File: config.mk
export PLATFORM = sky130hd
export DESIGN_NAME = alu_issue
export DESIGN_NICKNAME = d
export VERILOG_FILES = /design/src/rtl/alu_issue.sv
export SDC_FILE = /design/constraint.sdc
export NUM_CORES = 1
export LEC_CHECK = 0
export ABC_AREA = 1
export BUFFER_PORTS_ARGS = -buffer_cell sky130_fd_sc_hd__buf_4
export CAP_MARGIN = 25
export CORE_MARGIN = 5
export CORE_UTILIZATION = 43
export CTS_CLUSTER_DIAMETER = 100
export DETAILED_ROUTE_END_ITERATION = 16
export PLACE_DENSITY = 0.78
export REMOVE_ABC_BUFFERS = 1
export SYNTH_ARGS = -nofsm -noshare
export SYNTH_HDL_FRONTEND = slang
export SYNTH_SLANG_ARGS = --single-unit
File: constraint.sdc
create_clock -name clk -period 1.56 [get_ports clk]
set_clock_uncertainty 0.05 [all_clocks]
set_input_delay 0 -clock clk [delete_from_list [all_inputs] [get_ports clk]]
set_output_delay 0 -clock clk [all_outputs]
set_load 0.02 [all_outputs]
File: src/rtl/alu_issue.sv
`default_nettype none
// ============================================================================
// Module   : alu_issue
// Brief    : ALU-control decode, ID/EX pipeline register and EX-side operand
//            forwarding with a saturating issued-operation counter.
// Revision : 1.0 - initial release
// ============================================================================
module alu_issue #(
    parameter int N = 32
) (
    input  logic         clk,
    input  logic         rst,
    input  logic         in_valid,
    input  logic         stall,
    input  logic         flush,
    input  logic [1:0]   alu_op,
    input  logic [5:0]   funct,
    input  logic         alu_src,
    input  logic [N-1:0] rs_data,
    input  logic [N-1:0] rt_data,
    input  logic [N-1:0] imm,
    input  logic [1:0]   fwd_a,
    input  logic [1:0]   fwd_b,
    input  logic [N-1:0] ex_mem_result,
    input  logic [N-1:0] mem_wb_result,
    output logic [N-1:0] inp1,
    output logic [N-1:0] inp2,
    output logic [2:0]   func,
    output logic [N-1:0] store_data,
    output logic         out_valid,
    output logic         illegal,
    output logic [15:0]  issue_count
);

    localparam logic [2:0]  c_ADD = 3'b010;
    localparam logic [2:0]  c_SUB = 3'b110;
    localparam logic [2:0]  c_AND = 3'b000;
    localparam logic [2:0]  c_OR  = 3'b001;
    localparam logic [2:0]  c_SLT = 3'b111;
    localparam logic [2:0]  c_NOP = 3'b011;
    localparam logic [15:0] c_CNT_MAX = 16'hFFFF;

    logic [2:0]   w_func;
    logic         w_illegal;

    logic         r_valid;
    logic [2:0]   r_func;
    logic         r_illegal;
    logic         r_alu_src;
    logic [N-1:0] r_rs;
    logic [N-1:0] r_rt;
    logic [N-1:0] r_imm;
    logic [15:0]  r_issue_count;

    logic [N-1:0] w_fwd_rs;
    logic [N-1:0] w_fwd_rt;
    logic         w_load;

    // ID-side decode; an empty slot always decodes to a clean NOP.
    always_comb begin
        w_func    = c_NOP;
        w_illegal = 1'b0;
        if (in_valid) begin
            case (alu_op)
                2'b00: w_func = c_ADD;
                2'b01: w_func = c_SUB;
                2'b11: w_func = c_SLT;
                default: begin
                    case (funct)
                        6'b100000: w_func = c_ADD;
                        6'b100010: w_func = c_SUB;
                        6'b100100: w_func = c_AND;
                        6'b100101: w_func = c_OR;
                        6'b101010: w_func = c_SLT;
                        default: begin
                            w_func    = c_NOP;
                            w_illegal = 1'b1;
                        end
                    endcase
                end
            endcase
        end
    end

    assign w_load = !flush && !stall;

    // Reset and flush both insert a bubble; stall simply holds.
    always_ff @(posedge clk) begin
        if (rst || flush) begin
            r_valid   <= 1'b0;
            r_func    <= c_NOP;
            r_illegal <= 1'b0;
            r_alu_src <= 1'b0;
            r_rs      <= '0;
            r_rt      <= '0;
            r_imm     <= '0;
        end else if (!stall) begin
            r_valid   <= in_valid;
            r_func    <= w_func;
            r_illegal <= w_illegal;
            r_alu_src <= alu_src;
            r_rs      <= rs_data;
            r_rt      <= rt_data;
            r_imm     <= imm;
        end
    end

    always_ff @(posedge clk) begin
        if (rst) begin
            r_issue_count <= '0;
        end else if (w_load && in_valid && !w_illegal && (r_issue_count != c_CNT_MAX)) begin
            r_issue_count <= r_issue_count + 16'd1;
        end
    end

    always_comb begin
        case (fwd_a)
            2'b10:   w_fwd_rs = ex_mem_result;
            2'b01:   w_fwd_rs = mem_wb_result;
            default: w_fwd_rs = r_rs;
        endcase
        case (fwd_b)
            2'b10:   w_fwd_rt = ex_mem_result;
            2'b01:   w_fwd_rt = mem_wb_result;
            default: w_fwd_rt = r_rt;
        endcase
    end

    assign inp1        = w_fwd_rs;
    assign inp2        = r_alu_src ? r_imm : w_fwd_rt;
    assign store_data  = w_fwd_rt;
    assign func        = r_func;
    assign out_valid   = r_valid;
    assign illegal     = r_illegal;
    assign issue_count = r_issue_count;

endmodule
`default_nettype wire

Word-level counts from Yosys, hierarchy flattened

Index checks and enable logic that the tools add are counted.

Register bits: 118
Output and inout bits: 117
Word-level logic and storage cells: 41
Bits of input ports: 178

Reductions and logical operators: 11
Equal/unequal tests: 12
Multiplexer cells: 9
$add $sub $neg: 1

Operator list:

| operator              | count |
|---|---|
| $pmux 32 s2           | 2 |
| $mux 32               | 1 |
| $eq 6x6->1 const B    | 5 |
| $add 16x1->16 const B | 1 |
| $ne 16x16->1 const B  | 1 |
| $pmux 3 s5            | 1 |
| $pmux 3 s3            | 1 |
| $eq 2x1->1 const B    | 3 |
| $eq 2x2->1 const B    | 3 |
| $reduce_or 5->1       | 1 |
| $logic_and 1x1->1     | 4 |
| $logic_not 1->1       | 3 |
| $mux 1                | 3 |
| $mux 3                | 1 |
| $reduce_or 3->1       | 1 |
| $logic_not 2->1       | 1 |
| $logic_or 1x1->1      | 1 |

Logic depth before layout (Yosys ltp)

Depth in word-level cells: 8
Mapped depth: 10
Gate-level depth less buffers: 10

Least setup slack after synthesis

OpenSTA, ideal clock, no wires.

Path kind: reg-to-reg
Start: reg r_issue_count[0] (netlist: issue_count[0])
End: reg r_issue_count[10] (netlist: issue_count[10])
Path buffers: 1
Slack: -0.120 ns
Library setup time: 0.070 ns
Arrival time: 1.560 ns
Period minus slack after synthesis: 1.680 ns
Cell stages (with the launch flop): 9
Required time: 1.440 ns
Cells stage by stage: dfxtp_1 ha_1 nand2_2 nor2_8 nand4_4 nand3_4 buf_6 nand2_1 a21oi_1

Cells in the longest elaborated chain, start to end: 2
Elaborated cells between the ends (all ways): 3
Classes of those cells: 1 x add/sub; 1 x eq/ne; 1 x reduce/logical

Ends and longest elaborated chain:

| item                                                                  | line | RTL |
|---|---|---|
| start: declaration                                                    | 53   | `logic [15:0] r_issue_count;` |
| start signal: assignment                                              | 112  | `r_issue_count <= r_issue_count + 16'd1;` |
| parallel branches: the longest is 2 deep, another holds $add 16x1->16 | --   |  |

Parallel ways; which one is timed is not known.
A chain may end at the register's enable or synchronous reset.

Worst setup path after layout

Start: in stall
End: reg r_issue_count[4] (netlist: issue_count[4])

Cells in the longest elaborated chain, start to end: 5

Ends and longest elaborated chain:

| item                           | line | RTL |
|---|---|---|
| start: declaration             | 14   | `input logic stall,` |
| $logic_not 1->1                | --   |  |
| $logic_and 1x1->1              | 85   | `assign w_load = !flush && !stall;` |
| $logic_and 1x1->1 (3 in a row) | 111  | `end else if (w_load && in_valid && !w_illegal && (r_issue_count != c_CNT_MAX)) begin` |

No other way between the ends.

==> impl_results.md <==
- Status: complete, but fails checks
- Violated checks: hold timing
- Clock buffer depth: 2
- Antenna-violating nets left: 0
- Post-DP HPWL: 17.8 mm
- # hold bufs at CTS: 106
- CTS Buf Count: 17
- I/O pin count: 295
- Fin area: 10500 sq um
- R2R setup slack: 0.05 ns
- FF+latch area: 2360 sq um
- RSZ-0062 raised after global routing: yes
- Critical Path Source Type: input pin
- Pin count of the biggest net entering global routing: 98
- Most frequent cells after synthesis: 411 x nand2_1, 243 x a21oi_1, 118 x dfxtp_1, 78 x nor2_1, 59 x clkbuf_1
- Peak supply drop: 0.664 mV
- Most frequent cell after synthesis: nand2_1
- Num Clock Sinks: 118
- Worst setup path end: issue_count[4]
- Average wire per standard cell: 17.7 microns
- Design Power: 0.00937 W
- Max Fclk: 0.660 GHz
- Post-Syn Area: 6290 sq um
- Synth Flop Type: dfxtp_1
- Synth unique cells: 27
- Synth Instances: 1007
- Flops & latches, synth: 118
- Core area: 14400 sq um
- Core Util, Final: 72.9%
- Tot GR Track Use: 31.1%
- Drt pass-1 iters: 6
- Initial Util: 43.6%
- Crit path DAT: 1.76 ns
- Slew HR: 45.5%
- Pwr dens: 891 nW/um^2
- Number of global-route vias before repair: 8137
- Die X: 131 microns
- Slowest stage delay, CP: 0.59 ns
- Dpl cell area: 8840 sq um
- IO Port Bufs: 294
- Worst hold path class: input pin to register
- Area of the multi-input gates: 3570 sq um
- Via count: 8708
- GR Overflow Total: 0
- Avg Inst Size Synth: 6.24 sq um
- Final net count: 1590
- Max Slew Vio Count: 0
- Final period utilization: 97.1%
- LEAKAGE: 4.87 nW
- Critical Path RT: 1.81 ns
- Clock Latency Late Sink: 0.42 ns
- Critical path's slowest cell: dlygate4sd3_1
- Cell mode on critical path: buf_4
- Async SR Flop Fraction: 0%
- First-pass GRT wire length: 41.4 mm
- Initial DRC count: 892
- Reg2Reg Launch Point: issue_count[1]
- Crit-path cells: dlygate4sd3_1, buf_4, nor2_2, inv_1, nor2_4, buf_4, nand3_2, nand2_1, a21oi_1
- CTS H-Tree Depth: 4
- Die Span Y: 131 microns
- Syn. warnings: 0
- CTS tree: yes
- Crit path max fanout: 7
- Initial antenna violation count: 1
- Share of post-route cells with drive strength above 1: 27.6%
- Final hold vios: 1
- # Max-Cap Violations: 0
- Critical path class: input pin to register
- Top cells by area, synth: dfxtp_1 38%, nand2_1 25%, a21oi_1 19%
- Least-Margin Pin Slew: 0.817 ns
- FP Rows: 44
- Reg2Reg Depth: 7
- EDFF count, synth: 0
- Min Hold Slack: -0.0549 ns
- Final setup fails: 0
- Crit end category: register
- P&R area growth vs syn: 67.2%
- Worst reg2reg endpoint: issue_count[14]
- Vias per inst: 5.43
- Post-Route WL: 28.3 mm
- Clk slew on worst S/H paths: 0.05 ns
- Worst setup path start: stall
- Cell taking the most area after synthesis: dfxtp_1
- DIE AREA: 17100 sq um
- Seq/Total Area, Yosys: 37.6%
- Gpl congestion: 0.907
- Filler cells: 1142
- Post-synth top area share: 37.6%
- # DRC: 0
- CTS root buf: clkbuf_16
- Fin crit period: 1.51 ns
==> layout by cell type (no fill, tap or decap), types with 2 or more instances in the layout <==
cell,Yosys,layout
a21oi_1,243,241
a21oi_2,0,2
buf_12,0,7
buf_4,0,333
clkbuf_1,59,5
clkbuf_16,0,17
clkbuf_8,0,3
clkinv_2,0,7
dfxtp_1,118,116
dfxtp_2,0,2
dlygate4sd3_1,0,106
ha_1,5,4
inv_1,29,28
nand2_1,411,411
nand3_1,9,9
nand3_2,1,2
nand3_4,2,2
nand4_1,12,12
nor2_1,78,77
nor2_4,5,6
nor3_1,3,2
o21ai_0,5,5
xnor2_1,3,3
xor2_1,6,6
==> flip-flops by register name, indices dropped and copies added (netlist names) <==
register / flops
func: 3
r_imm: 32
issue_count: 16
r_rs: 32
out_valid: 1
r_rt: 32
illegal: 1
r_alu_src: 1
==> layout make-up <==
cell class	count	share of cell area [%]
repair buffers	447	35.3
multi-input cells	792	34.0
flip-flops and latches	118	22.5
clock buffers	25	4.62
well taps	184	2.19
inverters	31	1.13
clock inverters	5	0.238
diodes	1	0.0238
==> logic make-up after synthesis <==
family / count (synthesis) / synth area share (%)
flops: 118 / 37.6
buf+inv: 99 / 6.23
fa+ha+maj: 5 / 0.995
compound gates: 249 / 19.9
simple gates: 527 / 34.1
xor+xnor: 9 / 1.25
==> metrics by stage <==
stage / worst slack, ns / cells / hold WS, ns / setup TNS [ns]
floorplan: -0.427 / 939 / 0.0191 / -23.27
global placement: 0.0919 / 1457 / 0.202 / 0
detailed placement: 0.0441 / 1457 / 0.211 / 0
CTS: 0.00261 / 1593 / 0.0145 / 0
global route: -0.0471 / 1602 / -0.0329 / -0.215
finish: 0.0452 / 1603 / -0.0549 / 0
==> worst min-delay path by stage <==
stage,depth (start not counted),slack (ns),start,end
final,4,-0.05,funct[2],illegal
after detailed placement,3,0.21,rs_data[6],r_rs[6]
after global placement,3,0.20,rt_data[16],r_rt[16]
after floorplan,1,0.02,rst,issue_count[0]
after CTS,6,0.01,funct[0],func[1]
after global routing,4,-0.03,funct[2],illegal
==> report_power, final <==
part | internal [W] | switching (W)
sequential | 0.00310 | 0.0000434
clock | 0.00212 | 0.00133
combinational | 0.00121 | 0.00155
total | 0.00643 | 0.00293
==> worst max-delay path, delay by kind of cell <==
kind	cells	cell delay, ns
compound gates	1	0.06
buf+inv	4	1.03
simple gates	4	0.66
==> per-layer routing <==
| layer | vias up | wire, microns | track usage, % |
|---|---|---|---|
| met4 | 2 | 1260 | 15.5 |
| li1 | 4064 | - | - |
| met2 | 529 | 13500 | 51.6 |
| met3 | 120 | 2800 | 8.66 |
| met5 | - | 13 | 0 |
| met1 | 3993 | 10700 | 37.0 |
==> timing repair <==
| item | 4_1_cts | 5_1_grt |
|---|---|---|
| pin swaps | 0 | 5 |
| endpoints found under the setup margin | 1 | 33 |
| cloned | 0 | 2 |
| setup buffers | 0 | 7 |
| resized for setup | 1 | 9 |
| hold endpoints to repair | 118 | 1 |
Note: power is estimated with default switching activity, not from simulation.
